==> config.mk <==
export PLATFORM = sky130hd
export DESIGN_NAME = uart_tx_frame
export DESIGN_NICKNAME = d
export VERILOG_FILES = /design/src/rtl/uart_tx_frame.sv
export SDC_FILE = /design/constraint.sdc
export NUM_CORES = 1
export LEC_CHECK = 0
export BUFFER_PORTS_ARGS = -buffer_cell sky130_fd_sc_hd__clkbuf_2
export CAP_MARGIN = 25
export CORE_MARGIN = 3
export CORE_UTILIZATION = 55
export CTS_BUF_LIST = sky130_fd_sc_hd__clkbuf_4 sky130_fd_sc_hd__clkbuf_8
export DETAILED_ROUTE_END_ITERATION = 6
export GPL_ROUTABILITY_DRIVEN = 1
export PLACE_DENSITY = 0.82
export RECOVER_POWER = 100
export SETUP_SLACK_MARGIN = 0.5
export SLEW_MARGIN = 10
export SYNTH_ARGS = -nofsm -noshare
export SYNTH_HDL_FRONTEND = slang
export SYNTH_SLANG_ARGS = --single-unit
==> constraint.sdc <==
create_clock -name clk -period 6.2 [get_ports clk]
set_input_delay 1.86 -clock clk [delete_from_list [all_inputs] [get_ports clk]]
set_output_delay 1.86 -clock clk [all_outputs]
set_load 0.01 [all_outputs]
==> src/rtl/uart_tx_frame.sv <==
// UART transmitter: start bit, LSB-first data, optional parity, 1-2 stop bits.
// A one-word holding buffer allows back-to-back frames with no idle gap.
module uart_tx_frame #(
    parameter int unsigned DATA_BITS    = 8,
    parameter int unsigned CLKS_PER_BIT = 16,
    parameter int unsigned PARITY_MODE  = 1,
    parameter int unsigned STOP_BITS    = 1
) (
    input  logic                 clk,
    input  logic                 rst,
    input  logic [DATA_BITS-1:0] tx_data_in,
    input  logic                 tx_start,
    output logic                 tx_ready,
    output logic                 tx_out,
    output logic                 busy,
    output logic                 done
);

    localparam int unsigned BaudW = (CLKS_PER_BIT > 1) ? $clog2(CLKS_PER_BIT) : 1;
    localparam int unsigned BitW  = $clog2(DATA_BITS);
    localparam logic [BaudW-1:0] BaudMax  = BaudW'(CLKS_PER_BIT - 1);
    localparam logic [BitW-1:0]  DataLast = BitW'(DATA_BITS - 1);
    localparam logic [BitW-1:0]  StopLast = BitW'(STOP_BITS - 1);

    typedef enum logic [2:0] {StIdle, StStart, StData, StParity, StStop} state_e;

    state_e               state_q, state_d;
    logic [BaudW-1:0]     baud_q, baud_d;
    logic [BitW-1:0]      bit_q, bit_d;
    logic [DATA_BITS-1:0] shift_q, shift_d;
    logic [DATA_BITS-1:0] hold_q, hold_d;
    logic                 hold_full_q, hold_full_d;
    logic                 tx_d, busy_d, done_d, ready_d;
    logic                 accept, frame_end, load_direct;

    assign accept      = tx_start && tx_ready;
    assign frame_end   = (state_q == StStop) && (bit_q == StopLast) && (baud_q == '0);
    // An accept at the end-of-frame edge with an empty buffer starts the next frame directly.
    assign load_direct = accept && ((state_q == StIdle) || (frame_end && !hold_full_q));

    always_ff @(posedge clk or posedge rst) begin
        if (rst) begin
            state_q     <= StIdle;
            baud_q      <= '0;
            bit_q       <= '0;
            shift_q     <= '0;
            hold_q      <= '0;
            hold_full_q <= 1'b0;
            tx_out      <= 1'b1;
            busy        <= 1'b0;
            done        <= 1'b0;
            tx_ready    <= 1'b1;
        end else begin
            state_q     <= state_d;
            baud_q      <= baud_d;
            bit_q       <= bit_d;
            shift_q     <= shift_d;
            hold_q      <= hold_d;
            hold_full_q <= hold_full_d;
            tx_out      <= tx_d;
            busy        <= busy_d;
            done        <= done_d;
            tx_ready    <= ready_d;
        end
    end

    always_comb begin
        state_d     = state_q;
        baud_d      = baud_q;
        bit_d       = bit_q;
        shift_d     = shift_q;
        hold_d      = hold_q;
        hold_full_d = hold_full_q;
        if (state_q != StIdle) begin
            if (baud_q != '0) begin
                baud_d = baud_q - 1'b1;
            end else begin
                baud_d = BaudMax;
                case (state_q)
                    StStart: begin
                        state_d = StData;
                        bit_d   = '0;
                    end
                    StData: begin
                        if (bit_q == DataLast) begin
                            state_d = (PARITY_MODE != 0) ? StParity : StStop;
                            bit_d   = '0;
                        end else begin
                            bit_d = bit_q + 1'b1;
                        end
                    end
                    StParity: begin
                        state_d = StStop;
                        bit_d   = '0;
                    end
                    StStop: begin
                        if (bit_q == StopLast) begin
                            bit_d = '0;
                            if (hold_full_q) begin
                                state_d     = StStart;
                                shift_d     = hold_q;
                                hold_full_d = 1'b0;
                            end else begin
                                state_d = StIdle;
                            end
                        end else begin
                            bit_d = bit_q + 1'b1;
                        end
                    end
                    default: ;
                endcase
            end
        end
        if (load_direct) begin
            state_d = StStart;
            shift_d = tx_data_in;
            baud_d  = BaudMax;
            bit_d   = '0;
        end else if (accept) begin
            hold_d      = tx_data_in;
            hold_full_d = 1'b1;
        end
    end

    // Outputs are registered from the next state so they line up with the line bit.
    always_comb begin
        done_d  = (state_d == StStop) && (bit_d == StopLast) && (baud_d == '0);
        busy_d  = (state_d != StIdle) && !(done_d && !hold_full_d);
        ready_d = !hold_full_d || done_d;
        case (state_d)
            StStart:  tx_d = 1'b0;
            StData:   tx_d = shift_d[bit_d];
            StParity: tx_d = (PARITY_MODE == 2) ? ~^shift_d : ^shift_d;
            default:  tx_d = 1'b1;
        endcase
    end

endmodule

==> parameters.txt, run 1 <==
Parameter                              Value

Floorplan
  Initial cell density of the core ... 58.5%
  Area of the die ... 4030 um2
  Placement Rows ... 20
  Die width ... 63.5 um
  Vertical extent of the die ... 63.5 um
  Placeable core region ... 3100 um2
  Ports placed on the boundary ... 15

Timing
  Headroom to the max-slew limit ... 10.9%
  FMAX ... 235 MHz
  Final critical path time including I/O delays and setup ... 4.25 ns
  Final cycle utilization of the critical path ... 68.5%
  Clk_skew ... 0.0149 ns
  Worst-margin pin slew ... 1.33 ns
  Setup TNS after final layout ... 0 ns
  Max Slew Vio Count ... 0
  Number of failing hold endpoints at the final stage ... 0
  Unrepaired setup endpoints after global routing ... no
  Final setup viols ... 0

Clock network
  Sinks on the clock net ... 31
  Longest Clk Path Bufs ... 2
  Clk slew on worst S/H paths ... 0.09 ns
  Number of hold buffers added after CTS ... 0
  Worst skew pair latency ... 0.33 ns
  Root buf cell ... sky130_fd_sc_hd__clkbuf_4
  Post-CTS setup buffers ... 0
  Cts repair resizes ... 0
  Number of H-tree branching levels ... 2
  CTS buffer count ... 5
  Clock tree from TritonCTS ... done

Layout
  Non-filler instance count after layout ... 236
  Fraction of final layout cells sized beyond drive strength 1 ... 19.8%
  Count of nets after finishing ... 207
  Number of inserted diodes ... 0
  Relative area change from synthesis to final layout ... 6.27%

Synth
  Post-Syn Area ... 1820 um2
  Count of synthesis-stage warnings from yosys ... 0
  Most used flip-flop cell after synthesis ... sky130_fd_sc_hd__dfrtp_1
  Async S/R FF share, synth ... 100%
  Biggest area consumer among synthesized cells ... sky130_fd_sc_hd__dfrtp_1
  Cell types with the highest counts after synthesis ... 29 x sky130_fd_sc_hd__dfrtp_1, 20 x sky130_fd_sc_hd__nand2_1, 12 x sky130_fd_sc_hd__nor2_1
  Syn Area/Cell ... 10.5 um2
  Synthesized Nets ... 189
  Post-synth top area share ... 40.0%
  Gate count of the mapped netlist ... 173
  Leading post-synthesis cells by cell area ... sky130_fd_sc_hd__dfrtp_1 40%, sky130_fd_sc_hd__mux2_2 6.2%, sky130_fd_sc_hd__mux2i_1 4.4%
  Sequential element share of the synthesized area ... 42.9%
  Dominant cell by count in the synthesized netlist ... sky130_fd_sc_hd__dfrtp_1
  Number of enable flip-flop cells after synthesis ... 0
  Synthesis-stage register bit count ... 31
  Count of cell types in the netlist ... 50

Pwr
  Max rail drop VDD ... 174 uV
  Power after layout ... 0.392 mW
  Leakage power total ... 0.886 nW
  Pwr Density ... 203 nW/um2

Critical path
  Delay contributed by the slowest stage of the critical path ... 1.06 ns
  Family with the most delay on the worst path ... simple AND/OR/NAND/NOR gates
  Endpoint arrival time on the critical path ... 4.50 ns
  Critical-path maximum fanout ... 12
  Standard cell with the maximum stage delay on the critical path ... sky130_fd_sc_hd__nor3b_1
  Buffering stage count on the worst path with inverters included ... 1
  Required time at the endpoint of the critical path ... 6.45 ns
  Cell seen most often among critical-path stages ... sky130_fd_sc_hd__xnor3_1
  Setup crit start kind ... register
  Critical path type ... register to register
  Worst path cell trace ... inv_1 > ha_1 > nor3b_1 > a31oi_1 > or2_0 > mux2_1 > xnor2_1 > xnor3_1 > xnor3_1 > o311ai_2
  Element type at the critical path end ... register

Routing
  Post-detailed-route count of antenna-violating nets ... 0
  DRC Markers ... 0
  Vias after detailed routing ... 1362
  Total length of routed wires ... 3.72 mm
  Detailed-router iteration count before antenna repair ... 4
  Average wire per cell in the routed design ... 15.8 um
  Mean number of vias per cell ... 5.77
  DRC marker count from the first detailed-route iteration ... 109

Flow run
  Max-cap violations ... 0

GRT
  Overall Global Routing Usage ... 20.8%
  Number of global-route vias before repair ... 1437
  Gr ovfl total ... 0
  Wire length of the first global-routing pass ... 6.42 mm
  Pin count of the biggest net entering global routing ... 17
  Antenna violations before repair ... 0

Placed design
  HPWL after detailed placement ... 2.89 mm
  I/O Buffers ... 14
  Placed Cells incl. Taps ... 228
  Placer congestion estimate ... 0.880

Status
  Outcome ... completed

Worst hold path
  Worst min path class ... register to register
[cell usage in the layout, fill, tap and decap left out, types with 2 or more instances in the layout]
master	instances
sky130_fd_sc_hd__nor2_1	12
sky130_fd_sc_hd__o21ai_0	9
sky130_fd_sc_hd__clkbuf_1	4
sky130_fd_sc_hd__nor3_1	7
sky130_fd_sc_hd__a31oi_1	2
sky130_fd_sc_hd__or3_1	2
sky130_fd_sc_hd__dfrtp_1	29
sky130_fd_sc_hd__a32oi_1	2
sky130_fd_sc_hd__mux2i_1	8
sky130_fd_sc_hd__mux2_1	2
sky130_fd_sc_hd__mux2_2	10
sky130_fd_sc_hd__nand3_1	4
sky130_fd_sc_hd__xnor3_1	2
sky130_fd_sc_hd__ha_1	5
sky130_fd_sc_hd__nor2b_1	3
sky130_fd_sc_hd__nand2b_1	5
sky130_fd_sc_hd__o22ai_1	2
sky130_fd_sc_hd__clkbuf_2	11
sky130_fd_sc_hd__clkbuf_4	6
sky130_fd_sc_hd__xnor2_1	4
sky130_fd_sc_hd__a21oi_1	9
sky130_fd_sc_hd__inv_1	9
sky130_fd_sc_hd__nand2_1	20
[registers in the layout, indices dropped and copies added, names as in the netlist]
signal and flops:
hold_q 8, shift_q 8, baud_q 4, bit_q 3
state_q 3, busy 1, done 1, hold_full_q 1
tx_out 1, tx_ready 1
[path summary, 6_finish.rpt]
check                      startpoint  slack, ns  depth (start not counted)         to
max                         baud_q[0]       1.95                         10     tx_out
min                         hold_q[2]       0.52                          1  hold_q[2]
max in group asynchronous         rst       3.50                          3  hold_q[4]
max reg2reg                 baud_q[0]       1.95                         10     tx_out
min reg2reg                 hold_q[2]       0.52                          1  hold_q[2]
min in group asynchronous         rst       1.54                          2   bit_q[0]
[per-layer routing]
metal,up-vias,GRT usage (%),part of all wire (%)
met5,-,0,0
met4,0,10.5,2.5
met3,9,4.99,4.6
met2,46,36.0,52
met1,657,23.8,41
li1,650,-,-
[stage by stage]
stage	instance area, um2	worst slack (ns)	hold slack [ns]	util [%]
floorplan	1820	2.65	0.477	-
global placement	1920	2.42	0.493	61.8
detailed placement	1940	2.36	0.495	62.7
CTS	2010	2.71	0.517	64.7
global route	1930	1.52	0.525	62.2
finish	1930	1.95	0.515	62.2
[layout make-up]
cell class,instances,area [um2]
fill,272,1170
multi-input combinational,129,928
sequential,31,778
timing repair buffer,15,70.1
clock buffer,7,58.8
tap,44,55.1
inverter,9,33.8
clock inverter,1,5.00
[report_power, final]
part | switching, mW | internal, mW | total (mW) | leakage [nW]
combinational | 0.0132 | 0.0196 | 0.0328 | 0.505
clock | 0.0645 | 0.0592 | 0.124 | 0.0387
sequential | 0.0131 | 0.223 | 0.236 | 0.342
[kinds of logic after synthesis]
logic type,count (synthesis),synth area share [%]
buf+inv,13,3.17
simple gates,63,18.9
flops,31,42.9
mux,21,12.9
compound gates,34,13.9
fa+ha+maj,5,3.45
xor+xnor,6,4.82
(Power assumes the default switching activity.)
==> run 2, diff against run 1 <==
--- a/config.mk
+++ b/config.mk
@@ -12,7 +12,7 @@
 export CTS_BUF_LIST = sky130_fd_sc_hd__clkbuf_4 sky130_fd_sc_hd__clkbuf_8
 export DETAILED_ROUTE_END_ITERATION = 6
 export GPL_ROUTABILITY_DRIVEN = 1
-export PLACE_DENSITY = 0.82
+export PLACE_DENSITY = 0.85
 export RECOVER_POWER = 100
 export SETUP_SLACK_MARGIN = 0.5
 export SLEW_MARGIN = 10
==> constraint.sdc (replaced) <==
create_clock -name clk -period 3.8 [get_ports clk]
set_input_delay 1.14 -clock clk [delete_from_list [all_inputs] [get_ports clk]]
set_output_delay 1.14 -clock clk [all_outputs]
set_load 0.01 [all_outputs]
==> parameters.txt, run 2 (synthesis results as in run 1) <==
Parameter                              Value

Floorplan
  Vertical extent of the die ... 63.5 um (unchanged)
  Area of the die ... 4030 um2 (unchanged)
  Ports placed on the boundary ... 15 (unchanged)
  Die width ... 63.5 um (unchanged)
  Placeable core region ... 3100 um2 (unchanged)
  Initial cell density of the core ... 58.5% (unchanged)
  Placement Rows ... 20 (unchanged)

Pwr
  Switching part of the total ... 24.1% (+0.99 points)
  Sequential share of power ... 62.2% (+2.1 points)
  Power spent charging and discharging nets ... 0.149 mW (+64%)
  Max rail drop VDD ... 253 uV (+46%)
  Pwr Density ... 314 nW/um2 (+54%)
  Part of the total power dissipated in combinational logic ... 8.8% (+0.4 points)
  Internal Pwr Total ... 0.468 mW (+55%)
  Clk pwr share ... 28.9% (-2.6 points)
  Leakage power total ... 0.907 nW (+2.3%)

Layout
  Relative area change from synthesis to final layout ... 8.34%
  Fraction of final layout cells sized beyond drive strength 1 ... 21.8% (+2.0 points)
  Count of nets after finishing ... 210 (+1.4%)
  Commonest cells after routing, fill and taps aside ... 29 x sky130_fd_sc_hd__dfrtp_1, 20 x sky130_fd_sc_hd__nand2_1, 12 x sky130_fd_sc_hd__nor2_1, 11 x sky130_fd_sc_hd__clkbuf_2, 10 x sky130_fd_sc_hd__mux2_2
  Number of inserted diodes ... 0 (unchanged)
  Most common library cell in the layout ignoring fill and taps ... sky130_fd_sc_hd__dfrtp_1
  Largest registers ... hold_q (8), shift_q (8), baud_q (4)

GRT
  Gr ovfl total ... 0 (unchanged)
  Number of global-route vias before repair ... 1410 (-1.9%)
  Overall Global Routing Usage ... 21.7% (+0.87 points)
  Wire length of the first global-routing pass ... 6.67 mm (+3.8%)
  Pin count of the biggest net entering global routing ... 17 (unchanged)
  Antenna violations before repair ... 0 (unchanged)

Critical path
  Worst path cell trace ... inv_1 > ha_1 > nor3b_1 > buf_12 > a31oi_1 > or2_4 > mux2_1 > xnor2_2 > xnor3_1 > xnor3_1 > o311ai_2
  Endpoint arrival time on the critical path ... 3.54 ns (-0.96 ns)
  Element type at the critical path end ... register
  Required time at the endpoint of the critical path ... 4.05 ns (-2.40 ns)
  Cell seen most often among critical-path stages ... sky130_fd_sc_hd__xnor3_1
  Worst Reg-to-Reg Cells ... 11 (+1)
  Delay contributed by the slowest stage of the critical path ... 0.42 ns (-0.64 ns)
  Critical path type ... register to register
  Setup crit start kind ... register
  Critical-path maximum fanout ... 12 (unchanged)
  Standard cell with the maximum stage delay on the critical path ... sky130_fd_sc_hd__dfrtp_1

Timing
  Number of failing hold endpoints at the final stage ... 0 (unchanged)
  Max Slew Vio Count ... 0 (unchanged)
  Setup TNS after final layout ... 0 ns (unchanged)
  Final cycle utilization of the critical path ... 86.5% (+18 points)
  Final Worst Setup Slack ... 0.515 ns (-1.44 ns)
  Final setup viols ... 0 (unchanged)
  FMAX ... 304 MHz (+29%)
  Clk_skew ... 0.00512 ns (-0.00974 ns)
  Headroom to the max-slew limit ... 41.3% (+30 points)
  Final critical path time including I/O delays and setup ... 3.29 ns (-0.964 ns)
  Unrepaired setup endpoints after global routing ... no
  Worst-margin pin slew ... 0.878 ns (-0.456 ns)

Worst hold path
  Hold path depth ... 1 (unchanged)
  Worst min path class ... register to register

Routing
  Total met2 wirelength after detailed routing ... 2.07 mm (+7.9%)
  Vias after detailed routing ... 1383 (+1.5%)
  Detailed-router iteration count before antenna repair ... 4 (unchanged)
  Metal3 WL ... 180 um (+4.7%)
  DRC Markers ... 0 (unchanged)
  DRT met1 WL ... 1.63 mm (+6.3%)
  Mean number of vias per cell ... 5.84 (+1.1%)
  Average wire per cell in the routed design ... 16.7 um (+6.1%)
  Post-detailed-route count of antenna-violating nets ... 0 (unchanged)
  Total length of routed wires ... 3.96 mm (+6.6%)
  Top layer used by detailed routing ... met4
  DRC marker count from the first detailed-route iteration ... 132 (+21%)

Flow run
  Max-cap violations ... 0 (unchanged)

Clock network
  Clk slew on worst S/H paths ... 0.09 ns (about the same)
  Sinks on the clock net ... 31 (unchanged)
  Number of hold buffers added after CTS ... 0 (unchanged)
  Number of H-tree branching levels ... 2 (unchanged)
  Worst skew pair latency ... 0.34 ns (about the same)
  Clock tree from TritonCTS ... done
  CTS buffer count ... 5 (unchanged)
  Root buf cell ... sky130_fd_sc_hd__clkbuf_4
  Longest Clk Path Bufs ... 2 (unchanged)

Status
  Outcome ... completed

Placed design
  Pre-CTS setup slack ... 0.535 ns (-1.83 ns)
  HPWL after detailed placement ... 2.99 mm (+3.4%)
  I/O Buffers ... 14 (unchanged)
  Placer congestion estimate ... 0.913 (+3.8%)
-- run 2: critical path: cells and delay by family, from the launching register on --
family          cells  cell delay [ns]
xor+xnor            3             0.78
simple gates        2             0.72
flops               1             0.42
compound gates      2             0.40
mux                 1             0.38
buf+inv             2             0.28
fa+ha+maj           1             0.19
-- run 2: metrics by stage --
stage | hold slack (ns) | util [%] | total power [mW] | std cells | instance area [um2]
finish | 0.521 | 63.4 | 0.617 | 237 | 1970
CTS | 0.523 | 64.0 | 0.624 | 235 | 1980
global placement | 0.497 | 62.0 | 0.441 | 228 | 1920
global route | 0.546 | 63.4 | 0.643 | 237 | 1970
floorplan | 0.477 | - | 0.424 | 173 | 1820
detailed placement | 0.503 | 62.5 | 0.448 | 229 | 1940
-- run 2: routing by layer --
metal,vias to the layer above,track usage [%]
li1,658,-
met1,677,26.1
met2,40,37.2
met3,8,4.99
met4,0,8.89
met5,-,0
-- run 2: final cells by class --
| type | count | area, um2 |
|---|---|---|
| fill | 267 | 1140 |
| clock buffer | 6 | 45.0 |
| inverter | 9 | 33.8 |
| sequential | 31 | 778 |
| multi-input combinational | 129 | 950 |
| tap | 44 | 55.1 |
| timing repair buffer | 18 | 105 |
-- run 2: power by group through the flow --
stage	Clock, mW	Sequential (mW)	Combinational (mW)
CTS	0.183	0.384	0.0567
finish	0.178	0.384	0.0544
global placement	0	0.389	0.0519
global route	0.195	0.388	0.0601
detailed placement	0	0.391	0.0567
floorplan	0	0.384	0.0406
-- run 2: path summary, 6_finish.rpt --
kind / start / to / slack [ns]
setup / recovery: baud_q[0] / tx_out / 0.51
hold / removal: hold_q[6] / hold_q[6] / 0.52
setup reg to reg: baud_q[0] / tx_out / 0.51
hold reg to reg: hold_q[6] / hold_q[6] / 0.52
max in group asynchronous: rst / hold_full_q / 1.85
min in group asynchronous: rst / hold_q[0] / 0.82
-- run 2: repair_timing --
action	in CTS	in global routing
resized for setup	0	0
buffers inserted	0	2
endpoints found under the setup margin	0	4
==> run 3, diff against run 2 <==
--- a/config.mk
+++ b/config.mk
@@ -7,14 +7,16 @@
 export LEC_CHECK = 0
 export BUFFER_PORTS_ARGS = -buffer_cell sky130_fd_sc_hd__clkbuf_2
 export CAP_MARGIN = 25
+export CELL_PAD_IN_SITES_DETAIL_PLACEMENT = 2
+export CELL_PAD_IN_SITES_GLOBAL_PLACEMENT = 2
 export CORE_MARGIN = 3
-export CORE_UTILIZATION = 55
+export CORE_UTILIZATION = 36
 export CTS_BUF_LIST = sky130_fd_sc_hd__clkbuf_4 sky130_fd_sc_hd__clkbuf_8
 export DETAILED_ROUTE_END_ITERATION = 6
 export GPL_ROUTABILITY_DRIVEN = 1
 export PLACE_DENSITY = 0.85
 export RECOVER_POWER = 100
-export SETUP_SLACK_MARGIN = 0.5
+export SETUP_SLACK_MARGIN = 0.02
 export SLEW_MARGIN = 10
 export SYNTH_ARGS = -nofsm -noshare
 export SYNTH_HDL_FRONTEND = slang
==> parameters.txt, run 3 (synthesis results as in run 1) <==
Parameter                              Value

Placed design
  Placed Cells incl. Taps ... 253 (+10%)
  I/O Buffers ... 14 (unchanged)
  HPWL after detailed placement ... 4.02 mm (+34%)
  Placer congestion estimate ... 0.865 (-5.2%)

Clock network
  Number of hold buffers added after CTS ... 0 (unchanged)
  Cts repair resizes ... 0 (unchanged)
  Worst skew pair latency ... 0.28 ns (-0.06 ns)
  Post-CTS setup buffers ... 0 (unchanged)
  Root buf cell ... sky130_fd_sc_hd__clkbuf_8
  Sinks on the clock net ... 31 (unchanged)
  Longest Clk Path Bufs ... 2 (unchanged)
  CTS buffer count ... 5 (unchanged)
  Number of H-tree branching levels ... 2 (unchanged)
  Clock tree from TritonCTS ... done
  Clk slew on worst S/H paths ... 0.07 ns (-0.02 ns)

Timing
  Setup TNS after final layout ... 0 ns (unchanged)
  Clk_skew ... 0.00801 ns (+0.00289 ns)
  Unrepaired setup endpoints after global routing ... no
  Final critical path time including I/O delays and setup ... 3.34 ns (+0.0523 ns)
  FMAX ... 300 MHz (-1.6%)
  Worst-margin pin slew ... 1.02 ns (+0.143 ns)
  Max Slew Vio Count ... 0 (unchanged)
  Headroom to the max-slew limit ... 31.9% (-9.4 points)
  Final cycle utilization of the critical path ... 87.8% (+1.4 points)
  Number of failing hold endpoints at the final stage ... 0 (unchanged)
  Final setup viols ... 0 (unchanged)

Routing
  Mean number of vias per cell ... 5.34 (-8.4%)
  Detailed-router iteration count before antenna repair ... 4 (unchanged)
  Top layer used by detailed routing ... met4
  DRT met1 WL ... 2.18 mm (+34%)
  Post-detailed-route count of antenna-violating nets ... 0 (unchanged)
  Metal3 WL ... 68 um (-62%)
  DRC marker count from the first detailed-route iteration ... 45 (-66%)
  Vias after detailed routing ... 1395 (+0.87%)
  Total length of routed wires ... 5.20 mm (+31%)
  Average wire per cell in the routed design ... 19.9 um (+19%)
  Total met2 wirelength after detailed routing ... 2.91 mm (+40%)
  DRC Markers ... 0 (unchanged)

Pwr
  Sequential share of power ... 54.9% (-7.3 points)
  Max rail drop VDD ... 210 uV (-17%)
  Switching part of the total ... 23.7% (-0.45 points)
  Power spent charging and discharging nets ... 0.167 mW (+12%)
  Part of the total power dissipated in combinational logic ... 7.9% (-0.9 points)
  Pwr Density ... 349 nW/um2 (+11%)
  Power after layout ... 0.704 mW (+14%)
  Internal Pwr Total ... 0.538 mW (+15%)
  Leakage power total ... 0.934 nW (+2.9%)
  Clk pwr share ... 37.2% (+8.3 points)

Critical path
  Element type at the critical path end ... register
  Required time at the endpoint of the critical path ... 3.99 ns (-0.06 ns)
  Delay contributed by the slowest stage of the critical path ... 0.57 ns (+0.15 ns)
  Standard cell with the maximum stage delay on the critical path ... sky130_fd_sc_hd__a31oi_1
  R2R Setup Slk ... 0.46 ns (-0.05 ns)
  Cell seen most often among critical-path stages ... sky130_fd_sc_hd__xnor3_1
  Worst path cell trace ... inv_1 > ha_1 > nor2b_1 > buf_4 > a31oi_1 > or2_4 > mux2_1 > xnor2_2 > xnor3_1 > xnor3_1 > o311ai_2
  Endpoint arrival time on the critical path ... 3.53 ns (about the same)
  Worst Reg-to-Reg Cells ... 11 (unchanged)
  Setup crit start kind ... register
  Critical-path maximum fanout ... 12 (unchanged)
  Critical path type ... register to register

Layout
  Commonest cells after routing, fill and taps aside ... 29 x sky130_fd_sc_hd__dfrtp_1, 20 x sky130_fd_sc_hd__nand2_1, 12 x sky130_fd_sc_hd__nor2_1, 11 x sky130_fd_sc_hd__clkbuf_2
  Number of inserted diodes ... 0 (unchanged)
  Count of nets after finishing ... 209 (-0.48%)
  Most common library cell in the layout ignoring fill and taps ... sky130_fd_sc_hd__dfrtp_1
  Post-route core utilization ... 42.1% (-21 points)
  Fraction of final layout cells sized beyond drive strength 1 ... 21.1% (-0.63 points)
  Non-filler instance count after layout ... 261 (+10%)
  Relative area change from synthesis to final layout ... 11.0%
  Largest registers ... hold_q (8), shift_q (8), baud_q (4)

Worst hold path
  Hold path depth ... 1 (unchanged)
  Worst min path class ... register to register

Floorplan
  Ports placed on the boundary ... 15 (unchanged)
  Initial cell density of the core ... 37.9% (-21 points)
  Area of the die ... 5930 um2 (+47%)
  Die width ... 77.0 um (+21%)
  Placement Rows ... 25 (+25%)
  Vertical extent of the die ... 77.0 um (+21%)
  Placeable core region ... 4790 um2 (+54%)

Flow run
  Max-cap violations ... 0 (unchanged)

GRT
  Antenna violations before repair ... 0 (unchanged)
  Overall Global Routing Usage ... 19.5% (-2.2 points)
  Pin count of the biggest net entering global routing ... 20 (+3)
  Wire length of the first global-routing pass ... 8.97 mm (+35%)
  Gr ovfl total ... 0 (unchanged)
  Number of global-route vias before repair ... 1627 (+15%)

Status
  Outcome ... completed
## run 3: changes by cell type in the layout (fill, tap and decap cells not counted), sizes merged
cell,before,now
clkinv,0,1
buf,3,1
clkbuf,21,23
## run 3: critical path: cells and delay by family (launching register included)
kind | cells | cell delay, ns
xor+xnor | 3 | 0.78
mux | 1 | 0.39
buf+inv | 2 | 0.24
fa+ha+maj | 1 | 0.20
compound gates | 2 | 0.81
flops | 1 | 0.37
simple gates | 2 | 0.45
## run 3: metal layers
| layer | vias up | global-route usage [%] |
|---|---|---|
| met5 | - | 0 |
| met4 | 0 | 3.74 |
| met3 | 6 | 2.82 |
| met2 | 12 | 37.5 |
| met1 | 725 | 22.8 |
| li1 | 652 | - |
## run 3: layout make-up
class	instances	area [um2]
fill	531	2770
sequential	31	778
tap	67	83.8
multi-input combinational	129	950
timing repair buffer	17	81.3
clock inverter	1	5.00
clock buffer	7	83.8
inverter	9	33.8
## run 3: worst paths after layout
path,to,start
setup / recovery,tx_out,bit_q[0]
hold / removal,hold_q[1],hold_q[1]
setup reg to reg,tx_out,bit_q[0]
hold reg to reg,hold_q[1],hold_q[1]
max in group asynchronous,baud_q[2],rst
min in group asynchronous,shift_q[3],rst
## run 3: power by group through the flow
stage | combinational [mW] | clock [mW] | sequential [mW]
CTS | 0.0619 | 0.266 | 0.388
global placement | 0.0528 | 0 | 0.389
global route | 0.0627 | 0.281 | 0.392
detailed placement | 0.0602 | 0 | 0.392
finish | 0.0557 | 0.262 | 0.387
floorplan | 0.0406 | 0 | 0.384
## run 3: stage by stage
| step | setup slack, ns | area (um2) | hold slack, ns |
|---|---|---|---|
| after floorplan | 0.875 | 1820 | 0.477 |
| after global placement | 0.731 | 1960 | 0.494 |
| after detailed placement | 0.593 | 1990 | 0.506 |
| after CTS | 0.578 | 2080 | 0.527 |
| after global routing | 0.188 | 2020 | 0.537 |
| final | 0.462 | 2020 | 0.521 |
